### config.mk
export PLATFORM = sky130hd
export DESIGN_NAME = multicycle_ctrl
export DESIGN_NICKNAME = d
export VERILOG_FILES = /design/src/rtl/multicycle_ctrl.sv
export SDC_FILE = /design/constraint.sdc
export NUM_CORES = 1
export LEC_CHECK = 0
export ABC_AREA = 1
export BUFFER_PORTS_ARGS = -buffer_cell sky130_fd_sc_hd__buf_2
export CORE_MARGIN = 4
export CORE_UTILIZATION = 40
export CTS_CLUSTER_SIZE = 30
export DETAILED_ROUTE_END_ITERATION = 7
export SLEW_MARGIN = 20
export SYNTH_ARGS = -nofsm -noshare
export SYNTH_HDL_FRONTEND = slang
export SYNTH_SLANG_ARGS = --single-unit
### constraint.sdc
create_clock -name clk -period 1.4 [get_ports clk]
set_input_delay 0.14 -clock clk [delete_from_list [all_inputs] [get_ports clk]]
set_output_delay 0.14 -clock clk [all_outputs]
set_load 0.01 [all_outputs]
### src/rtl/multicycle_ctrl.sv
// multicycle_ctrl
//   Sequences a multi-cycle processor through fetch, decode, execute, optional
//   data-memory access and optional register writeback. It raises the
//   instruction-register, register-file and PC write strobes, and counts
//   retired instructions. An undefined opcode stops the controller in HALT.
//   A memory request that is not acknowledged in time stops it in ERR.
//
//   state | meaning
//   ------+----------------------------------------------------------
//   IDLE  | waiting for start
//   FETCH | instruction request outstanding; ack loads the IR
//   DECODE| decoder settles; undefined op with no jump -> HALT
//   EXEC  | dispatch: memory access, writeback, or retire a jump/branch
//   MEM   | data request outstanding; store retires on ack
//   WB    | register write and retire
//   HALT  | terminal, undefined instruction
//   ERR   | terminal, memory ack timeout
//
// Ports
//   clk, rst_n                 clock, async active-low reset
//   start                      leave IDLE
//   imem_req / imem_ack        instruction fetch handshake
//   ir_we                      instruction-register load strobe
//   op, jump_type, is_load,
//   we_dmem, we_regfile        decoder fields, used combinationally
//   dmem_req/dmem_we/dmem_ack  data memory handshake
//   rf_we, pc_we               register-file and PC write strobes
//   state, halted, err         status
//   retired                    retired-instruction count (wraps)
module multicycle_ctrl #(
  parameter int TIMEOUT = 16,
  parameter int CNT_W   = 32
) (
  input  logic             clk,
  input  logic             rst_n,
  input  logic             start,
  output logic             imem_req,
  input  logic             imem_ack,
  output logic             ir_we,
  input  logic [3:0]       op,
  input  logic [2:0]       jump_type,
  input  logic             is_load,
  input  logic             we_dmem,
  input  logic             we_regfile,
  output logic             dmem_req,
  output logic             dmem_we,
  input  logic             dmem_ack,
  output logic             rf_we,
  output logic             pc_we,
  output logic [2:0]       state,
  output logic             halted,
  output logic             err,
  output logic [CNT_W-1:0] retired
);

  typedef enum logic [2:0] {
    S_IDLE   = 3'd0,
    S_FETCH  = 3'd1,
    S_DECODE = 3'd2,
    S_EXEC   = 3'd3,
    S_MEM    = 3'd4,
    S_WB     = 3'd5,
    S_HALT   = 3'd6,
    S_ERR    = 3'd7
  } state_t;

  localparam int TMR_W = (TIMEOUT > 2) ? $clog2(TIMEOUT) : 1;

  state_t           cur_state;
  state_t           nxt_state;
  logic [TMR_W-1:0] tmr;
  logic             tmr_done;
  logic             wait_entry;
  logic             waiting;

  // Down-counter: loaded with TIMEOUT-1 when a request state is entered, so
  // it reaches terminal count in the TIMEOUT-th unacknowledged cycle.
  assign waiting    = (cur_state == S_FETCH) || (cur_state == S_MEM);
  assign wait_entry = ((nxt_state == S_FETCH) || (nxt_state == S_MEM)) &&
                      (nxt_state != cur_state);
  assign tmr_done   = (tmr == '0);

  always_ff @(posedge clk or negedge rst_n) begin
    if (!rst_n) begin
      cur_state <= S_IDLE;
      tmr       <= '0;
      retired   <= '0;
    end else begin
      cur_state <= nxt_state;
      if (wait_entry) begin
        tmr <= TMR_W'(TIMEOUT - 1);
      end else if (waiting && !tmr_done) begin
        tmr <= tmr - 1'b1;
      end
      if (pc_we) begin
        retired <= retired + 1'b1;
      end
    end
  end

  always_comb begin
    nxt_state = cur_state;
    imem_req  = 1'b0;
    ir_we     = 1'b0;
    dmem_req  = 1'b0;
    dmem_we   = 1'b0;
    rf_we     = 1'b0;
    pc_we     = 1'b0;
    case (cur_state)
      S_IDLE: begin
        if (start) nxt_state = S_FETCH;
      end
      S_FETCH: begin
        imem_req = 1'b1;
        // An ack in the terminal-count cycle still wins over the timeout.
        if (imem_ack) begin
          ir_we     = 1'b1;
          nxt_state = S_DECODE;
        end else if (tmr_done) begin
          nxt_state = S_ERR;
        end
      end
      S_DECODE: begin
        if ((op == 4'b1111) && (jump_type == 3'd0)) nxt_state = S_HALT;
        else                                        nxt_state = S_EXEC;
      end
      S_EXEC: begin
        if (is_load || we_dmem) begin
          nxt_state = S_MEM;
        end else if (we_regfile) begin
          nxt_state = S_WB;
        end else begin
          pc_we     = 1'b1;
          nxt_state = S_FETCH;
        end
      end
      S_MEM: begin
        dmem_req = 1'b1;
        dmem_we  = we_dmem;
        if (dmem_ack) begin
          if (is_load) begin
            nxt_state = S_WB;
          end else begin
            pc_we     = 1'b1;
            nxt_state = S_FETCH;
          end
        end else if (tmr_done) begin
          nxt_state = S_ERR;
        end
      end
      S_WB: begin
        rf_we     = 1'b1;
        pc_we     = 1'b1;
        nxt_state = S_FETCH;
      end
      default: begin
        // HALT and ERR hold until reset.
      end
    endcase
  end

  assign state  = cur_state;
  assign halted = (cur_state == S_HALT);
  assign err    = (cur_state == S_ERR);

endmodule

* Yosys cells after proc, flatten, opt, wreduce, memory -nomap -nowiden
Cells that the tools add are included.
Word-level totals: bits in registers 39, logic and storage cells 49, input bits 15
Operators by class: add/sub/neg operators 2, reduce and logical (&&, ||, !) cells 11, equal/unequal tests 11, mux-type cells 22
Operator list (count):
- adder 32 x 1 -> 32 bit, second input constant | 1
- two-way mux 3 bit | 8
- case mux 3 bit (6 select lines) | 1
- equality test 3 bit, second input constant | 5
- two-way mux 1 bit | 10
- two-way mux 4 bit | 2
- equality test 3 x 1 -> 1 bit, second input constant | 2
- equality test 3 x 2 -> 1 bit, second input constant | 2
- zero test 3 bit | 2
- equality test 4 bit, second input constant | 1
- zero test 4 bit | 1
- subtractor 4 x 1 -> 4 bit, second input constant | 1
- logical AND 1 bit | 3
- logical OR 1 bit | 3
- inequality test 3 bit | 1
- case mux 1 bit (3 select lines) | 1
- nonzero test 2 bit | 1
- zero test 1 bit | 1

* Logic depth before layout (Yosys ltp)
depth in word-level cells 8, gate-level depth with buffers 12, mapped depth without buffers 12

* Least setup slack after synthesis
OpenSTA, ideal clock, no wires.
kind register -> register, start point register cur_state[2] (netlist: state[2]), end point register retired[17], clock period less this slack 1.577 ns, cell stages (with the launch flop) 10, buffers on the path 1, setup slack -0.177 ns, data arrival time 1.450 ns, path through dfrtp_1 > buf_4 > clkinv_2 > nand3_2 > or2_4 > nand2_4 > nand2_2 > nor2_4 > nand3_1 > xnor2_1
On the way: word-level cells in the longest chain between the ends 2, elaborated cells between the ends (all ways) 4
RTL lines:
- start, declared | RTL line 69 | state_t cur_state;
- start signal, assigned | RTL line 89 | cur_state <= nxt_state;
- equality test 3 bit or equality test 3 x 2 -> 1 bit (tied branches) | RTL line 109 | case (cur_state)
- case mux 1 bit (3 select lines) * | RTL line 109
- end signal, assigned | RTL line 96 | retired <= retired + 1'b1;
- end, declared | RTL line 53 | output logic [CNT_W-1:0] retired
Mark *: on every way between the ends. The rest lies on a longest branch, timed or not. A chain may end at the register's enable or synchronous reset.

* Worst setup path after layout
start point register cur_state[2] (netlist: state[2]), end point register tmr[3]
On the way: word-level cells in the longest chain between the ends 7, elaborated cells between the ends (all ways) 20
RTL lines:
- two-way mux 3 bit | RTL line 119, 147
- two-way mux 3 bit, on equally long branches | RTL line 140, 116
- case mux 3 bit (6 select lines) * | RTL line 109
- net nxt_state[2] | RTL line 70 | state_t nxt_state;
- equality test 3 x 1 -> 1 bit or equality test 3 bit (tied branches) | RTL line 79 | assign wait_entry = ((nxt_state == S_FETCH) || (nxt_state == S_MEM)) &&
- logical OR 1 bit | RTL line 79
- logical AND 1 bit * | RTL line 79
- two-way mux 4 bit or nonzero test 2 bit (tied branches)
- end signal, assigned | RTL line 91 | tmr <= TMR_W'(TIMEOUT - 1);
- end signal, assigned | RTL line 93 | tmr <= tmr - 1'b1;
- end, declared | RTL line 71 | logic [TMR_W-1:0] tmr;
The timed path passes the listed nets; every way through them passes the cells marked *.

==> flow_metrics.py <==
metrics = {
    "place": {
        "dp_cells": 563,
        "place.port_buffers": 57,
        "pre_cts_slack_ns": -0.1958,
        "hpwl_um": 5849,
        "gp_congestion": 0.8969,
    },
    "grt": {
        "grt_first_pass_wirelength_um": 13610,
        "track_usage_pct": 22.41,
        "antenna_found_initial": 0,
        "overflow": 0,
        "grt_max_degree": 25,
        "grt_pass1_vias": 2950,
    },
    "final_layout": {
        "antenna_cells": 0,
        "drive_gt1_share_pct": 56.57,
        "final_cell_mix": "buf_4, nand2_1, buf_2",
        "post-route-util_pct": 74.88,
        "syn_to_final_growth_pct": 77.55,
        "n_fill_cell": 436,
        "fin_cells": 600,
        "nNetsFinal": 541,
        "final_common_cell": "buf_4",
    },
    "floorplanning": {
        "core_area_sq_um": 6026,
        "die-area_sq_um": 7692,
        "rows": 28,
        "die_h_um": 87.71,
        "chipWidth_um": 87.71,
        "start_util_pct": 42.17,
        "num_io_pins": 58,
    },
    "power": {
        "ir_drop_mv": 0.3497,
        "power_density_nw_per_um2": 523.4,
        "power.total_mw": 2.362,
        "power.leakage_nw": 2.319,
    },
    "logic_synthesis": {
        "syn_avg_cell_area_sq_um": 7.387,
        "syn-num-nets": 361,
        "yosysSeqAreaShare_pct": 38.40,
        "ys_types": 29,
        "ys_warn_count": 0,
        "postSynthCellCount": 344,
        "ys_ff_latch": 39,
        "synth_area_sq_um": 2541,
    },
    "setup_path": {
        "r2r-end": "tmr[3]",
        "crit_fanout": 5,
        "path_buf_inv": 3,
        "reg2reg_depth": 11,
        "critPathMaxStageDelay_ns": 0.49,
        "r2r-start": "state[2]",
        "crit_type": "register to register",
        "startpoint_type": "register",
        "critPathRequiredTime_ns": 1.65,
        "path_delay_family": "simple AND/OR/NAND/NOR gates",
        "worstPathArrival_ns": 1.89,
        "r2r_setup_slack_ns": -0.25,
        "critPathCaptureType": "register",
        "crit_chain": "buf_6 > nor3_4 > buf_6 > nand3_2 > nand2_2 > nor2_2 > inv_2 > nand3_1 > nand2_1 > nand2_2 > nand2_1",
        "cp_slowest_cell": "dfrtp_2",
    },
    "min_path": {
        "hold_class": "input pin to async pin",
    },
    "clock_network": {
        "clk_latency_ns": 0.31,
        "cts.sinks": 39,
        "cts_made_buffers": 5,
        "cts_tree": "built",
        "h-tree-depth": 2,
        "cts_max_path_buffers": 2,
        "cts-root-buf": "clkbuf_8",
        "clk_pin_slew_ns": 0.09,
    },
    "flow_run": {
        "cap_violations": 0,
    },
    "timing": {
        "fin_crit_ns": 1.646,
        "skew_ns": 0.009861,
        "setup_viol": 46,
        "tightest_slew_ns": 0.4016,
        "period_share_pct": 117.6,
        "rsz0062_at_grt": "yes",
        "fin_ws_ns": -0.2460,
        "drv_slew": 0,
        "hold_violations": 0,
        "slew_headroom_pct": 73.23,
        "tns_ns": -6.336,
        "fmax_ghz": 0.6075,
    },
    "routing": {
        "drc": 0,
        "drt-initial-drc-count": 123,
        "postRouteWirelength_um": 8699,
        "dr.pass1.iters": 4,
        "ant_nets": 0,
        "drt-vias-per-instance": 4.963,
        "avgRoutedWirePerCell_um": 14.50,
        "via_count": 2978,
    },
    "run_status": {
        "status": "complete, but fails checks",
        "violations": "negative setup slack",
    },
}
==> registers in the layout, indices dropped and copies added (netlist names) <==
name,count
state,3
tmr,4
retired,32
==> cell type report <==
cell class / count / area, sq um / area share, %
Clock buffer: 5 / 68.82 / 1.525
Timing Repair Buffer: 178 / 1380 / 30.59
Clock inverter: 3 / 43.79 / 0.9706
Sequential cell: 39 / 979.7 / 21.71
Tap cell: 75 / 93.84 / 2.080
Inverter: 44 / 185.2 / 4.104
Multi-Input combinational cell: 256 / 1760 / 39.02
==> logic make-up (layout without fill, tap and decap cells) <==
group           Yosys count  count (layout)  share of synthesized area, %
simple gates            206             206                         37.77
buf+inv                  49             230                         8.666
flops                    39              39                         38.40
xor+xnor                 32              32                         11.03
compound gates           16              16                         3.151
fa+ha+maj                 2               2                        0.9846
==> what timing repair did <==
action | CTS | global route
hold endpoints to repair | 15 | 0
pin swaps | 27 | 32
gates resized for setup | 76 | 71
setup endpoints to repair | 42 | 46
setup buffers | 20 | 8
hold buffers | 1 | 0
==> stage by stage <==
| stage | hold WS [ns] | cell area [sq um] |
|---|---|---|
| 3_5_place_dp | 0.09103 | 3636 |
| 4_1_cts | 0.2607 | 4197 |
| 5_1_grt | 0.3193 | 4512 |
| 6_report | 0.2824 | 4512 |
| 3_3_place_gp | 0.08611 | 3636 |
| 2_1_floorplan | -0.1556 | 2606 |
==> cell usage after synthesis (all sizes together) <==
master | instances | share of area [%]
o21ai | 13 | 2.6
xnor2 | 12 | 4.1
or2 | 1 | 0.34
nor2 | 51 | 8.4
nand2 | 99 | 15
nand4 | 12 | 3.2
nand3b | 2 | 0.59
a21oi | 3 | 0.59
clkinv | 1 | 0.20
ha | 2 | 0.98
xor2 | 20 | 6.9
buf | 5 | 2.1
dfrtp | 39 | 38
nor3 | 16 | 4.2
nor4 | 1 | 0.25
inv | 43 | 6.4
nand3 | 24 | 5.6
==> how the worst max path moves through the flow <==
| stage | startpoint | end | slack [ns] | depth (start not counted) |
|---|---|---|---|---|
| floorplan | state[2] | retired[26] | -0.13 | 9 |
| detailed placement | state[0] | tmr[3] | -0.20 | 9 |
| global placement | state[0] | tmr[3] | -0.15 | 9 |
| finish | state[2] | tmr[3] | -0.25 | 11 |
| CTS | state[2] | ir_we | -0.19 | 6 |
| global route | state[2] | tmr[3] | -0.32 | 9 |
==> report_power, final <==
group          leakage [nW]  internal (mW)  switching, mW
Clock                0.0581          0.531          0.459
Sequential            0.460           1.15         0.0216
Combinational          1.80         0.0903          0.113
Total                  2.32           1.77          0.594
==> routing by layer <==
| layer | vias to the layer above | track usage (%) | share of wire (%) |
|---|---|---|---|
| met5 | - | 0 | 0 |
| met4 | 0 | 5.300 | 2.0 |
| met3 | 23 | 3.481 | 4.5 |
| met2 | 78 | 40.68 | 54 |
| met1 | 1434 | 27.75 | 39 |
| li1 | 1443 | - | - |
(Power assumes the default switching activity.)
